$ cat config.mk
export PLATFORM = sky130hd
export DESIGN_NAME = sdram_cmd_scheduler
export DESIGN_NICKNAME = d
export VERILOG_FILES = /design/src/rtl/sdram_cmd_scheduler.sv
export SDC_FILE = /design/constraint.sdc
export NUM_CORES = 1
export LEC_CHECK = 0
export CAP_MARGIN = 10
export CORE_AREA = 10 10 66 122
export CTS_CLUSTER_DIAMETER = 150
export DETAILED_ROUTE_END_ITERATION = 8
export DIE_AREA = 0 0 76 132
export SKIP_LAST_GASP = 1
export SYNTH_ARGS = -nofsm -noshare
export SYNTH_HDL_FRONTEND = slang
export SYNTH_SLANG_ARGS = --single-unit
$ cat constraint.sdc
create_clock -name clk -period 1.54 [get_ports clk]
set_input_delay 0.231 -clock clk [delete_from_list [all_inputs] [get_ports clk]]
set_output_delay 0.231 -clock clk [all_outputs]
set_load 0.01 [all_outputs]
$ cat src/rtl/sdram_cmd_scheduler.sv
// rtl/sdram_cmd_scheduler.sv - init, periodic refresh and host arbitration sequencer
// Starts one SDRAM command-sequence generator at a time and waits for its done pulse.
module sdram_cmd_scheduler #(
  parameter int INIT_WAIT        = 200,
  parameter int REFRESH_INTERVAL = 780,
  parameter int NUM_INIT_REF     = 2
) (
  input  logic clk,
  input  logic rst,
  input  logic rd_req,
  input  logic wr_req,
  input  logic seq_done,
  output logic pre_start,
  output logic ref_start,
  output logic mrs_start,
  output logic rd_start,
  output logic wr_start,
  output logic rd_ack,
  output logic wr_ack,
  output logic init_done,
  output logic busy,
  output logic ref_overrun
);

  localparam logic [2:0] WAIT_PWR = 3'd0;
  localparam logic [2:0] INIT_PRE = 3'd1;
  localparam logic [2:0] INIT_REF = 3'd2;
  localparam logic [2:0] INIT_MRS = 3'd3;
  localparam logic [2:0] IDLE     = 3'd4;
  localparam logic [2:0] REF      = 3'd5;
  localparam logic [2:0] READ     = 3'd6;
  localparam logic [2:0] WRITE    = 3'd7;

  localparam int WAIT_W = (INIT_WAIT > 1) ? $clog2(INIT_WAIT) : 1;
  localparam int TMR_W  = $clog2(REFRESH_INTERVAL);
  localparam int IREF_W = (NUM_INIT_REF > 1) ? $clog2(NUM_INIT_REF) : 1;

  localparam logic [WAIT_W-1:0] WAIT_LAST = WAIT_W'(INIT_WAIT - 1);
  localparam logic [TMR_W-1:0]  TMR_LAST  = TMR_W'(REFRESH_INTERVAL - 1);
  localparam logic [IREF_W-1:0] IREF_LAST = IREF_W'(NUM_INIT_REF - 1);

  logic [2:0]        state, state_nx;
  logic [WAIT_W-1:0] wait_cnt;
  logic [TMR_W-1:0]  timer;
  logic [IREF_W-1:0] iref_cnt;
  logic              issued, ref_pending, last_rd;
  logic              any_start, op_state, accept, wrap, host_rd, host_wr;

  assign any_start = pre_start | ref_start | mrs_start | rd_start | wr_start;
  assign op_state  = (state != WAIT_PWR) && (state != IDLE);
  // seq_done is only meaningful once the start pulse has gone by
  assign accept    = op_state & issued & ~any_start & seq_done;
  assign wrap      = init_done && (timer == TMR_LAST);
  assign host_rd   = rd_req & init_done;
  assign host_wr   = wr_req & init_done;
  assign rd_ack    = (state == READ) & accept;
  assign wr_ack    = (state == WRITE) & accept;

  always_comb begin
    state_nx = state;
    case (state)
      WAIT_PWR: if (wait_cnt == WAIT_LAST) state_nx = INIT_PRE;
      INIT_PRE: if (accept) state_nx = INIT_REF;
      INIT_REF: if (accept && iref_cnt == IREF_LAST) state_nx = INIT_MRS;
      INIT_MRS: if (accept) state_nx = IDLE;
      IDLE: begin
        if (ref_pending)          state_nx = REF;
        else if (host_rd && host_wr) state_nx = last_rd ? WRITE : READ;
        else if (host_rd)         state_nx = READ;
        else if (host_wr)         state_nx = WRITE;
      end
      default:  if (accept) state_nx = IDLE;
    endcase
  end

  always_ff @(posedge clk or posedge rst) begin
    if (rst) begin
      state       <= WAIT_PWR;
      wait_cnt    <= '0;
      timer       <= '0;
      iref_cnt    <= '0;
      issued      <= 1'b0;
      ref_pending <= 1'b0;
      last_rd     <= 1'b0;
      pre_start   <= 1'b0;
      ref_start   <= 1'b0;
      mrs_start   <= 1'b0;
      rd_start    <= 1'b0;
      wr_start    <= 1'b0;
      init_done   <= 1'b0;
      busy        <= 1'b0;
      ref_overrun <= 1'b0;
    end else begin
      state     <= state_nx;
      busy      <= (state_nx != IDLE);
      pre_start <= 1'b0;
      ref_start <= 1'b0;
      mrs_start <= 1'b0;
      rd_start  <= 1'b0;
      wr_start  <= 1'b0;

      if (state == WAIT_PWR) wait_cnt <= wait_cnt + WAIT_W'(1);

      if (op_state && !issued) begin
        issued <= 1'b1;
        case (state)
          INIT_PRE:           pre_start <= 1'b1;
          INIT_REF, REF:      ref_start <= 1'b1;
          INIT_MRS:           mrs_start <= 1'b1;
          READ:               rd_start  <= 1'b1;
          default:            wr_start  <= 1'b1;
        endcase
      end
      if (accept) issued <= 1'b0;

      if (state == INIT_REF && accept) iref_cnt <= iref_cnt + IREF_W'(1);
      if (state == INIT_MRS && accept) init_done <= 1'b1;

      if (!init_done || wrap) timer <= '0;
      else                    timer <= timer + TMR_W'(1);

      // a wrap in the same cycle as ref_start keeps the request alive
      if (wrap)           ref_pending <= 1'b1;
      else if (ref_start) ref_pending <= 1'b0;
      if (wrap && ref_pending) ref_overrun <= 1'b1;

      if (state == IDLE && state_nx == READ)  last_rd <= 1'b1;
      if (state == IDLE && state_nx == WRITE) last_rd <= 1'b0;
    end
  end

endmodule

==> impl_metrics.json <==
{
  "place_ws_ns": -0.471,
  "cts_tree": "yes",
  "topRoutingLayerUsed": "met4",
  "power_frac_clock": 0.298,
  "drc": 0,
  "clk_path_buf_depth": 2,
  "wl_um": 3360,
  "switching_share": 0.315,
  "root_buffer": "clkbuf_16",
  "ys_seq_area_frac": 0.539,
  "synth_area_leaders": "dfrtp_1 (54%), xnor2_1 (5.1%), nor2_1 (4.9%), xor2_1 (4.0%), nand2_1 (3.2%)",
  "end_kind": "output port",
  "crit_chain": "nor4b_4 -> nand4_1 -> nor2_1 -> buf_2",
  "critical_path_required_ns": 1.31,
  "clk_latency_ns": 0.27,
  "crit_fanout": 3,
  "switchingPower_uw": 977,
  "netlist_area_um2": 1530,
  "vdd_ir_drop_max_mv": 0.538,
  "antenna_found_initial": 0,
  "die_x_um": 76,
  "hold_class": "in -> async",
  "netlist-cell-type-count": 36,
  "crit_type": "reg -> out",
  "routabilityCongestion": 0.772,
  "syn2layout_area_growth_pct": 36.6,
  "fin_cells": 265,
  "clk_pin_slew_worst_paths_ns": 0.05,
  "critPathBufInv": 1,
  "wl_met3_um": 62,
  "power.leakage_nw": 0.951,
  "ys_ff_latch": 33,
  "hold_buffers": 0,
  "met1_length_um": 1210,
  "grt_pass1_vias": 1210,
  "io_buffers": 14,
  "p_seq_frac": 0.373,
  "cap_violations": 0,
  "slowest_stage": "dfrtp_1",
  "start_util": 0.253,
  "cp_data_arrival_time_ns": 1.38,
  "grt_max_degree": 34,
  "synth.largest_area_cell": "dfrtp_1",
  "syn-instance-count": 143,
  "max_stage_delay_ns": 0.40,
  "synth_area_per_cell_um2": 10.7,
  "rsz0062_at_grt": "true",
  "fin_crit_sh": 1.05,
  "max_freq_mhz": 620,
  "skew_ns": 0.00307,
  "syn-num-nets": 150,
  "r2r_setup_slack_ns": 0.05,
  "tightest_slew_ns": 0.339,
  "synth_warnings": 0,
  "wl_per_cell_um": 12.7,
  "nNetsFinal": 187,
  "cp_top_family": "simple AND/OR/NAND/NOR gates",
  "die-area_um2": 10000,
  "run_status": "finished, violations left",
  "final_cell_mix": "dfrtp_1 (32), nor2_1 (20), buf_4 (17)",
  "htree_levels": 2,
  "synth-edff-count": 0,
  "slew_headroom": 0.772,
  "std_cell_rows": 40,
  "r2r_start": "state[0]",
  "crit_start": "mrs_start",
  "power.internal_mw": 2.13,
  "seq_area_um2": 827,
  "multi_input_area_um2": 708,
  "worstSetupStartpointType": "flip-flop",
  "synth_top_flop_cell": "dfrtp_1",
  "vias_per_cell": 4.29,
  "synthArstFlopShare": 1.00,
  "fillCellCount": 615,
  "finalHoldViolCount": 0,
  "drive_above_1_share": 0.227,
  "synth_top_cell_area_share": 0.539,
  "period_minus_slack_ns": 1.61,
  "fp.dieH_um": 132,
  "grt_pass1_wl_um": 5840,
  "finalSetupViolCount": 2,
  "slew_viol_final": 0,
  "power_mw": 3.10,
  "layout_commonest_cell": "dfrtp_1",
  "io_pins": 15,
  "dpl.cell_count": 256,
  "first_iter_violations": 63,
  "final_antenna_net_count": 0,
  "holdWs_ns": 0.301,
  "dr.pass1.iters": 3,
  "setup_ws_ns": -0.0731,
  "combPwrFrac": 0.329,
  "wl_met2_um": 2040,
  "clock_sinks": 33,
  "num_vias": 1138,
  "numCtsBuffers": 5,
  "diodes": 0,
  "pwr_density_cell_nw_per_um2": 1480,
  "dp_hpwl_um": 2630,
  "core_um2": 6060,
  "failed_checks": "setup timing",
  "grt_usage": 0.0730,
  "grt-ovfl-total": 0
}
## per-stage QoR
step / TNS [ns] / cell area [um2] / util
CTS: -0.287 / 2060 / 0.341
detailed placement: -1.95 / 1900 / 0.314
global route: -0.372 / 2090 / 0.345
finish: -0.140 / 2090 / 0.345
global placement: -1.78 / 1900 / 0.314
floorplan: 0 / 1530 / -
## cells by family after synthesis
logic type | Yosys count | synth area share
multiplexers | 5 | 0.0343
flip-flops | 33 | 0.539
adder cells (fa/ha/maj) | 2 | 0.0163
AND/OR/NAND/NOR | 67 | 0.243
AO/OA/AOI/OAI | 11 | 0.0482
XOR/XNOR | 16 | 0.0915
buffers and inverters | 9 | 0.0278
## path summary, 6_finish.rpt
path / cells after the start / end
setup / recovery: 4 / rd_ack
hold / removal: 3 / timer[4]
setup reg to reg: 6 / busy
hold reg to reg: 1 / iref_cnt
max in group asynchronous: 3 / init_done
min in group clk: 1 / iref_cnt
## what timing repair did
item / in CTS / in global routing
pin swaps: 6 / 7
endpoints found under the setup margin: 5 / 11
resized for setup: 13 / 7
setup buffers: 2 / 0
## worst register-to-register path, stage by stage (launching register included)
cell and delay, ns:
dfrtp_1 0.37, buf_4 0.17, buf_4 0.16, nand2b_1 0.18
nor3b_1 0.34, mux2i_4 0.11, nand4_1 0.09
## synth_stat cells (3+ instances only)
| library cell | count |
|---|---|
| and3_1 | 3 |
| dfrtp_1 | 33 |
| inv_1 | 6 |
| mux2i_1 | 3 |
| nand2_1 | 13 |
| nand2b_1 | 4 |
| nand3_1 | 4 |
| nand4_1 | 7 |
| nor2_1 | 20 |
| nor3_1 | 4 |
| xnor2_1 | 9 |
| xor2_1 | 7 |
## registers in the layout, indices dropped and copies added (netlist names)
| register | flops |
|---|---|
| busy | 1 |
| init_done | 1 |
| iref_cnt | 1 |
| issued | 1 |
| last_rd | 1 |
| mrs_start | 1 |
| pre_start | 1 |
| rd_start | 1 |
| ref_overrun | 1 |
| ref_pending | 1 |
| ref_start | 1 |
| state | 3 |
| timer | 10 |
| wait_cnt | 8 |
| wr_start | 1 |
## cell type report
type	count	share of cell area
clock buffer	6	0.0616
multi-input combinational	101	0.339
inverter	6	0.0108
timing repair buffer	33	0.139
tap	84	0.0502
sequential	33	0.395
clock inverter	2	0.00478
## routing by layer
layer | vias to the layer above | global-route usage
met3 | 2 | 0.0212
met1 | 564 | 0.0670
met4 | 0 | 0.0477
met2 | 7 | 0.134
li1 | 565 | -
met5 | - | 0
## power by group through the flow
stage	Combinational, mW	Sequential, mW	Clock, mW
6_report	1.02	1.16	0.925
5_1_grt	1.12	1.18	1.02
4_1_cts	0.991	1.16	0.965
3_5_place_dp	0.950	1.18	0
3_3_place_gp	0.942	1.18	0
2_1_floorplan	0.541	1.18	0
Power figures use the tool's default switching activity.
